File: config.mk
export PLATFORM = sky130hd
export DESIGN_NAME = mux_scan_seq_flat
export DESIGN_NICKNAME = d
export VERILOG_FILES = /design/src/rtl/mux_scan_seq_if.sv /design/src/rtl/mux_scan_seq.sv /design/src/flat_wrapper.sv
export SDC_FILE = /design/constraint.sdc
export NUM_CORES = 1
export LEC_CHECK = 0
export CAP_MARGIN = 10
export CORE_MARGIN = 2
export CORE_UTILIZATION = 55
export DETAILED_ROUTE_END_ITERATION = 16
export PLACE_DENSITY_LB_ADDON = 0.05
export SLEW_MARGIN = 10
export SYNTH_ARGS = -nofsm -noshare
export SYNTH_HDL_FRONTEND = slang
export SYNTH_SLANG_ARGS = --single-unit
File: constraint.sdc
create_clock -name clk -period 6.47 [get_ports clk]
set_input_delay 0.647 -clock clk [delete_from_list [all_inputs] [get_ports clk]]
set_output_delay 0.647 -clock clk [all_outputs]
set_load 0.01 [all_outputs]
File: src/rtl/mux_scan_seq_if.sv
// Bundle of control, mux and frame signals between the scan sequencer and its environment.
interface mux_scan_seq_if;
    localparam int unsigned NCH  = 4;
    localparam int unsigned CH_W = 2;

    logic            start;
    logic            stop;
    logic            cont;
    logic [NCH-1:0]  mask;
    logic            mux_y;
    logic            mux_en;
    logic [CH_W-1:0] mux_s;
    logic            busy;
    logic [NCH-1:0]  frame;
    logic            frame_valid;

    modport master (
        input  start, stop, cont, mask, mux_y,
        output mux_en, mux_s, busy, frame, frame_valid
    );

    modport slave (
        output start, stop, cont, mask, mux_y,
        input  mux_en, mux_s, busy, frame, frame_valid
    );
endinterface

File: src/rtl/mux_scan_seq.sv
// Scan sequencer for a 4:1 single-bit mux: dwells on each enabled channel, samples
// the mux output on the last dwell cycle and publishes the packed frame.
module mux_scan_seq #(
    parameter int unsigned DWELL = 4,
    parameter int unsigned CNT_W = 8
) (
    input  logic          clk,
    input  logic          rst,
    mux_scan_seq_if.master bus
);
    localparam int unsigned NCH  = 4;
    localparam int unsigned CH_W = 2;
    localparam logic [CNT_W-1:0] CNT_LOAD = CNT_W'(DWELL - 1);

    localparam logic [1:0] IDLE  = 2'd0;
    localparam logic [1:0] DRIVE = 2'd1;
    localparam logic [1:0] DONE  = 2'd2;

    logic [1:0]      state,       state_n;
    logic            mux_en_r,    mux_en_n;
    logic [CH_W-1:0] ch_r,        ch_n;
    logic            busy_r,      busy_n;
    logic [NCH-1:0]  frame_r,     frame_n;
    logic            valid_r,     valid_n;
    logic [CNT_W-1:0] counter,    counter_n;
    logic [NCH-1:0]  shadow,      shadow_n;
    logic [NCH-1:0]  mask_r,      mask_n;
    logic            cont_r,      cont_n;
    logic            launch;
    logic [CH_W:0]   nxt_ch;
    logic [CH_W:0]   first_ch;

    // Lowest set channel at or above 'from'; MSB of the result flags that one was found.
    function automatic logic [CH_W:0] find_ch(input logic [NCH-1:0] m, input logic [CH_W:0] from);
        find_ch = '0;
        for (int i = NCH - 1; i >= 0; i--) begin
            if (m[i] && ((CH_W + 1)'(i) >= from)) begin
                find_ch = {1'b1, CH_W'(i)};
            end
        end
    endfunction

    always_ff @(posedge clk) begin
        if (rst) begin
            state    <= IDLE;
            mux_en_r <= 1'b0;
            ch_r     <= '0;
            busy_r   <= 1'b0;
            frame_r  <= '0;
            valid_r  <= 1'b0;
            counter  <= '0;
            shadow   <= '0;
            mask_r   <= '0;
            cont_r   <= 1'b0;
        end else begin
            state    <= state_n;
            mux_en_r <= mux_en_n;
            ch_r     <= ch_n;
            busy_r   <= busy_n;
            frame_r  <= frame_n;
            valid_r  <= valid_n;
            counter  <= counter_n;
            shadow   <= shadow_n;
            mask_r   <= mask_n;
            cont_r   <= cont_n;
        end
    end

    always_comb begin
        state_n   = state;
        mux_en_n  = mux_en_r;
        ch_n      = ch_r;
        frame_n   = frame_r;
        valid_n   = 1'b0;
        counter_n = counter;
        shadow_n  = shadow;
        mask_n    = mask_r;
        cont_n    = cont_r;
        launch    = 1'b0;
        nxt_ch    = find_ch(mask_r, {1'b0, ch_r} + (CH_W + 1)'(1));
        first_ch  = find_ch(bus.mask, '0);

        case (state)
            IDLE: begin
                if (!bus.stop && bus.start) begin
                    launch = 1'b1;
                end
            end
            DRIVE: begin
                if (bus.stop) begin
                    state_n  = IDLE;
                    mux_en_n = 1'b0;
                    shadow_n = '0;
                end else if (counter == '0) begin
                    if (nxt_ch[CH_W]) begin
                        shadow_n[ch_r] = bus.mux_y;
                        ch_n           = nxt_ch[CH_W-1:0];
                        counter_n      = CNT_LOAD;
                    end else begin
                        // Last channel: publish directly so the final sample is not a cycle late.
                        state_n        = DONE;
                        mux_en_n       = 1'b0;
                        frame_n        = shadow;
                        frame_n[ch_r]  = bus.mux_y;
                        valid_n        = 1'b1;
                    end
                end else begin
                    counter_n = counter - CNT_W'(1);
                end
            end
            DONE: begin
                if (bus.stop) begin
                    state_n  = IDLE;
                    shadow_n = '0;
                end else if (cont_r) begin
                    launch = 1'b1;
                end else begin
                    state_n = IDLE;
                end
            end
            default: begin
                state_n  = IDLE;
                mux_en_n = 1'b0;
            end
        endcase

        // Frame start, shared by IDLE+start and continuous restart from DONE.
        if (launch) begin
            mask_n   = bus.mask;
            cont_n   = bus.cont;
            shadow_n = '0;
            if (first_ch[CH_W]) begin
                state_n   = DRIVE;
                mux_en_n  = 1'b1;
                ch_n      = first_ch[CH_W-1:0];
                counter_n = CNT_LOAD;
            end else begin
                state_n  = DONE;
                mux_en_n = 1'b0;
                frame_n  = '0;
                valid_n  = 1'b1;
            end
        end

        busy_n = (state_n != IDLE);
    end

    assign bus.mux_en      = mux_en_r;
    assign bus.mux_s       = ch_r;
    assign bus.busy        = busy_r;
    assign bus.frame       = frame_r;
    assign bus.frame_valid = valid_r;
endmodule
File: src/flat_wrapper.sv
// flat-port wrapper written by rule: the top's interface ports become plain ports
module mux_scan_seq_flat 
#(
    parameter int unsigned DWELL = 4,
    parameter int unsigned CNT_W = 8
)
  (clk, rst, bus_start, bus_stop, bus_cont, bus_mask, bus_mux_y, bus_mux_en, bus_mux_s, bus_busy, bus_frame, bus_frame_valid);
  mux_scan_seq_if bus_i ();
  input  logic clk;
  input  logic rst;
  input wire logic [$bits(bus_i.start)-1:0] bus_start;
  input wire logic [$bits(bus_i.stop)-1:0] bus_stop;
  input wire logic [$bits(bus_i.cont)-1:0] bus_cont;
  input wire logic [$bits(bus_i.mask)-1:0] bus_mask;
  input wire logic [$bits(bus_i.mux_y)-1:0] bus_mux_y;
  output wire logic [$bits(bus_i.mux_en)-1:0] bus_mux_en;
  output wire logic [$bits(bus_i.mux_s)-1:0] bus_mux_s;
  output wire logic [$bits(bus_i.busy)-1:0] bus_busy;
  output wire logic [$bits(bus_i.frame)-1:0] bus_frame;
  output wire logic [$bits(bus_i.frame_valid)-1:0] bus_frame_valid;
  assign bus_i.start = bus_start;
  assign bus_i.stop = bus_stop;
  assign bus_i.cont = bus_cont;
  assign bus_i.mask = bus_mask;
  assign bus_i.mux_y = bus_mux_y;
  assign bus_mux_en = bus_i.mux_en;
  assign bus_mux_s = bus_i.mux_s;
  assign bus_busy = bus_i.busy;
  assign bus_frame = bus_i.frame;
  assign bus_frame_valid = bus_i.frame_valid;
  mux_scan_seq #(.DWELL(DWELL), .CNT_W(CNT_W)) u_core (.clk(clk), .rst(rst), .bus(bus_i));
endmodule
==> implementation parameters <==
Parameter                              Value

Setup path
  Cell depth of the worst flop-to-flop path ... 5
  Cell with the largest stage delay on the worst path ... sky130_fd_sc_hd__or3b_2
  Kind of launch point of the worst setup path ... input pin
  Setup slack of the most critical reg-to-reg path ... 4.15 ns
  Type of the worst setup path ... in -> reg
  Worst-path maximum fanout ... 9
  Critical path cell sequence ... clkdlybuf4s50_1 -> or3b_2 -> or4_2 -> nor3_1 -> a21oi_1 -> nor2_1
  Endpoint arrival time on the critical path ... 2.63 ns
  Worst reg2reg startpoint ... u_core.counter[2]$_SDFF_PP0_
  Endpoint of the worst register-to-register path ... u_core.counter[0]$_SDFF_PP0_
  Data required, critical path ... 6.75 ns
  Largest incremental delay on the critical path ... 0.62 ns
  Endpoint class of the critical path ... flip-flop

Power and ir drop
  P_int ... 0.223 mW
  Cell leakage power ... 0.532 nW
  Net switching fraction of the power ... 29.2%
  Relative contribution of the clock network to total power ... 24.2%
  Power per unit of standard cell area ... 204 nW/um2
  Switching component of the power ... 0.0919 mW
  Sequential share of power ... 56.7%
  Combinational group share of total power ... 19.1%
  Peak ir drop on the vdd network ... 0.150 mV
  Power, Total ... 0.315 mW

Logic synthesis
  Most instantiated flip-flop cell in the synthesis netlist ... sky130_fd_sc_hd__dfxtp_1
  Async set-or-reset flop fraction in the synthesized netlist ... 0%
  Synthesized instance count ... 156
  Flip-flop and latch count after synthesis ... 27
  Yosys warning total ... 0
  Post-synthesis average cell area ... 8.51 um2
  Portion of the post-synthesis area used by sequential elements ... 40.7%
  Cell Area, Synth ... 1330 um2
  Total nets after synthesis ... 168
  Number of enable-type register cells in the synthesized netlist ... 0
  Count of distinct cell types in the synthesized netlist ... 39

Flow run
  Number of maximum-capacitance constraint violations ... 0

Timing
  Slew headroom ... 44.2%
  Tcrit/Tclk final ... 36.3%
  Setup repair after global routing missed its margin ... no
  Minimum period implied by the final worst setup slack ... 2.35 ns
  Setup violators final ... 0
  Max-slew violations ... 0
  Final clock skew ... 0.00330 ns
  Hold Fails Final Rpt ... 0
  Crit path setup slack, layout ... 4.12 ns
  Slew @ Worst Pin ... 0.830 ns
  Peak clock frequency supported by timing ... 426 MHz
  Post-route setup TNS ... 0 ns

Route
  Aggregate routed wire length ... 2690 um
  Remaining number of nets flagged by the antenna check after routing ... 0
  DRC violation total after the first TritonRoute iteration ... 25
  Via total after detailed routing ... 1157
  Number of search-and-repair iterations in the first detailed-routing pass ... 5
  Highest signal layer in the routed design ... met4
  Met2 layer wire length in the routed design ... 1250 um
  Wirelength per Cell ... 13.5 um
  Post-DR vias/cell ... 5.79
  M1 WL ... 1280 um
  Drc violations ... 0
  Sum of met3 wire segment lengths after detailed routing ... 135 um

Layout
  Nets@finish ... 185
  Finished Core Util ... 68.5%
  Filler-free cell count of the finished design ... 200
  Footprint of the multi-input gates ... 737 um2
  Number of inserted filler cells in the final layout ... 202
  Fraction of final layout cells with drive strength greater than 1 ... 6.98%
  ANT cells ... 0
  Area added between synthesis and finish ... 16.4%
  Flip-flop and latch area ... 541 um2

Hold path
  Worst min path class ... reg -> reg
  Launch point of the worst hold path ... u_core.shadow[3]$_SDFFE_PP0P_
  Worst-case hold path end point ... u_core.shadow[3]$_SDFFE_PP0P_
  WHS Path Cells ... 2

Place
  Count of buffers inserted at the top-level ports ... 18
  GPL Wtd Cong ... 0.771
  Inst Count DP ... 196
  Worst-case setup slack after placement ... 3.77 ns
  Half-perimeter wire length of the detailed placement result ... 2060 um

GRT
  Antenna violations before repair ... 0
  Vias in the first global route ... 1055
  Overflow after GRT ... 0
  Pin count of the biggest net entering global routing ... 18
  First-pass GRT wire length ... 4690 um
  Global-route usage over all layers ... 22.7%

Floorplanning
  Row Count ... 17
  Number of top-level pins ... 19
  Core Box Area ... 2250 um2
  Area of the die ... 2820 um2
  Die Span X ... 53.1 um
  Die height ... 53.1 um
  Initial standard-cell utilization of the core ... 58.9%

Clocking
  Buffers from clock root to sink, at most ... 2
  Worst-skew pair later-pin latency ... 0.33 ns
  Number of buffers added by the clock tree synthesis step ... 3
  Hold buffer count at CTS ... 0
  Clock sink total ... 27
  TritonCTS clock tree ... yes
  CTS-repair resized insts ... 0
  Setup Buffers After CTS ... 0
  Clk root buf ... sky130_fd_sc_hd__clkbuf_4
  Number of H-tree branching levels ... 1
  CTS clock-pin slew for the worst setup and hold paths ... 0.15 ns

Run status
  Status ... completed
-- layer usage --
metal	up-vias	track usage (%)
li1	597	-
met1	520	30.0
met2	36	38.1
met3	4	3.11
met4	0	6.84
met5	-	0
-- stage by stage --
step / area [um2] / hold WS [ns]
after floorplan: 1330 / 0.414
after global placement: 1520 / 0.434
after detailed placement: 1520 / 0.437
after CTS: 1550 / 0.457
after global routing: 1550 / 0.493
final: 1550 / 0.456
-- layout by cell type, fill, tap and decap left out, drive strengths merged, types with 2 or more instances in the layout --
cell type and n:
a21oi 13, or4 2, a31oi 3, dfxtp 27, clkdlybuf4s50 18, or3 5, nor3 7, o21a 2
a211oi 8, o21bai 2, ha 2, nand3 5, nor2b 4, clkbuf 3, nor4 4, nor2 20
nand2b 2, mux2i 8, inv 4, nand2 14, o21ai 4
-- cells in the mapped netlist (2+ instances only) --
library cell	number	area [um2]
sky130_fd_sc_hd__a211oi_1	8	60.1
sky130_fd_sc_hd__a21oi_1	13	65.1
sky130_fd_sc_hd__a31oi_1	3	18.8
sky130_fd_sc_hd__clkbuf_1	4	15.0
sky130_fd_sc_hd__dfxtp_1	27	541
sky130_fd_sc_hd__ha_1	2	25.0
sky130_fd_sc_hd__inv_1	4	15.0
sky130_fd_sc_hd__mux2i_1	8	80.1
sky130_fd_sc_hd__nand2_1	14	52.6
sky130_fd_sc_hd__nand2b_1	2	12.5
sky130_fd_sc_hd__nand3_1	5	25.0
sky130_fd_sc_hd__nor2_1	20	75.1
sky130_fd_sc_hd__nor2b_1	4	25.0
sky130_fd_sc_hd__nor3_1	7	35.0
sky130_fd_sc_hd__nor4_1	2	12.5
sky130_fd_sc_hd__nor4_4	2	42.5
sky130_fd_sc_hd__o21a_1	2	15.0
sky130_fd_sc_hd__o21ai_0	4	20.0
sky130_fd_sc_hd__o21bai_1	2	15.0
sky130_fd_sc_hd__or3_1	4	25.0
-- worst max-delay path, delay by kind of cell --
family                 cells  cell delay [ns]
buffers and inverters      1             0.49
AND/OR/NAND/NOR            4             1.43
AO/OA/AOI/OAI              1             0.06
-- layout make-up --
type,instances,share of cell area [%]
clock buffer,3,1.46
multi-input combinational,118,47.7
clock inverter,1,0.486
inverter,4,0.972
timing repair buffer,19,12.1
sequential,27,35.0
tap,28,2.27
-- cell families (layout without fill, tap and decap cells) --
family	after synthesis	after routing	share of synthesized area, %
AND/OR/NAND/NOR	68	68	28.0
AO/OA/AOI/OAI	39	39	18.9
flip-flops	27	27	40.7
buffers and inverters	11	27	3.77
multiplexers	8	8	6.03
adder cells (fa/ha/maj)	2	2	1.88
XOR/XNOR	1	1	0.660
-- power by group through the flow --
stage | sequential [mW] | clock, mW | combinational [mW]
6_report | 0.179 | 0.0763 | 0.0601
4_1_cts | 0.179 | 0.0758 | 0.0600
5_1_grt | 0.180 | 0.0805 | 0.0670
3_5_place_dp | 0.182 | 0 | 0.0598
3_3_place_gp | 0.182 | 0 | 0.0585
2_1_floorplan | 0.182 | 0 | 0.0426
-- how the worst max path moves through the flow --
stage,startpoint,to,slack [ns],depth (start not counted)
final,bus_stop,u_core.counter[3]$_SDFF_PP0_,4.12,6
after detailed placement,bus_stop,u_core.counter[3]$_SDFF_PP0_,3.77,5
after global routing,u_core.counter[2]$_SDFF_PP0_,u_core.counter[1]$_SDFF_PP0_,3.99,5
after floorplan,bus_stop,u_core.counter[3]$_SDFF_PP0_,4.29,5
after CTS,bus_stop,u_core.counter[3]$_SDFF_PP0_,4.13,6
after global placement,bus_stop,u_core.counter[3]$_SDFF_PP0_,3.81,5
-- state kept, by name, indices dropped and copies added (netlist names) --
signal                  count
u_core.state                2
u_core.mask_r               3
u_core.bus.mux_en           1
u_core.counter              8
u_core.bus.frame_valid      1
u_core.bus.frame            4
u_core.bus.busy             1
u_core.shadow               4
u_core.cont_r               1
u_core.bus.mux_s            2
Note: power is estimated with default switching activity, not from simulation.
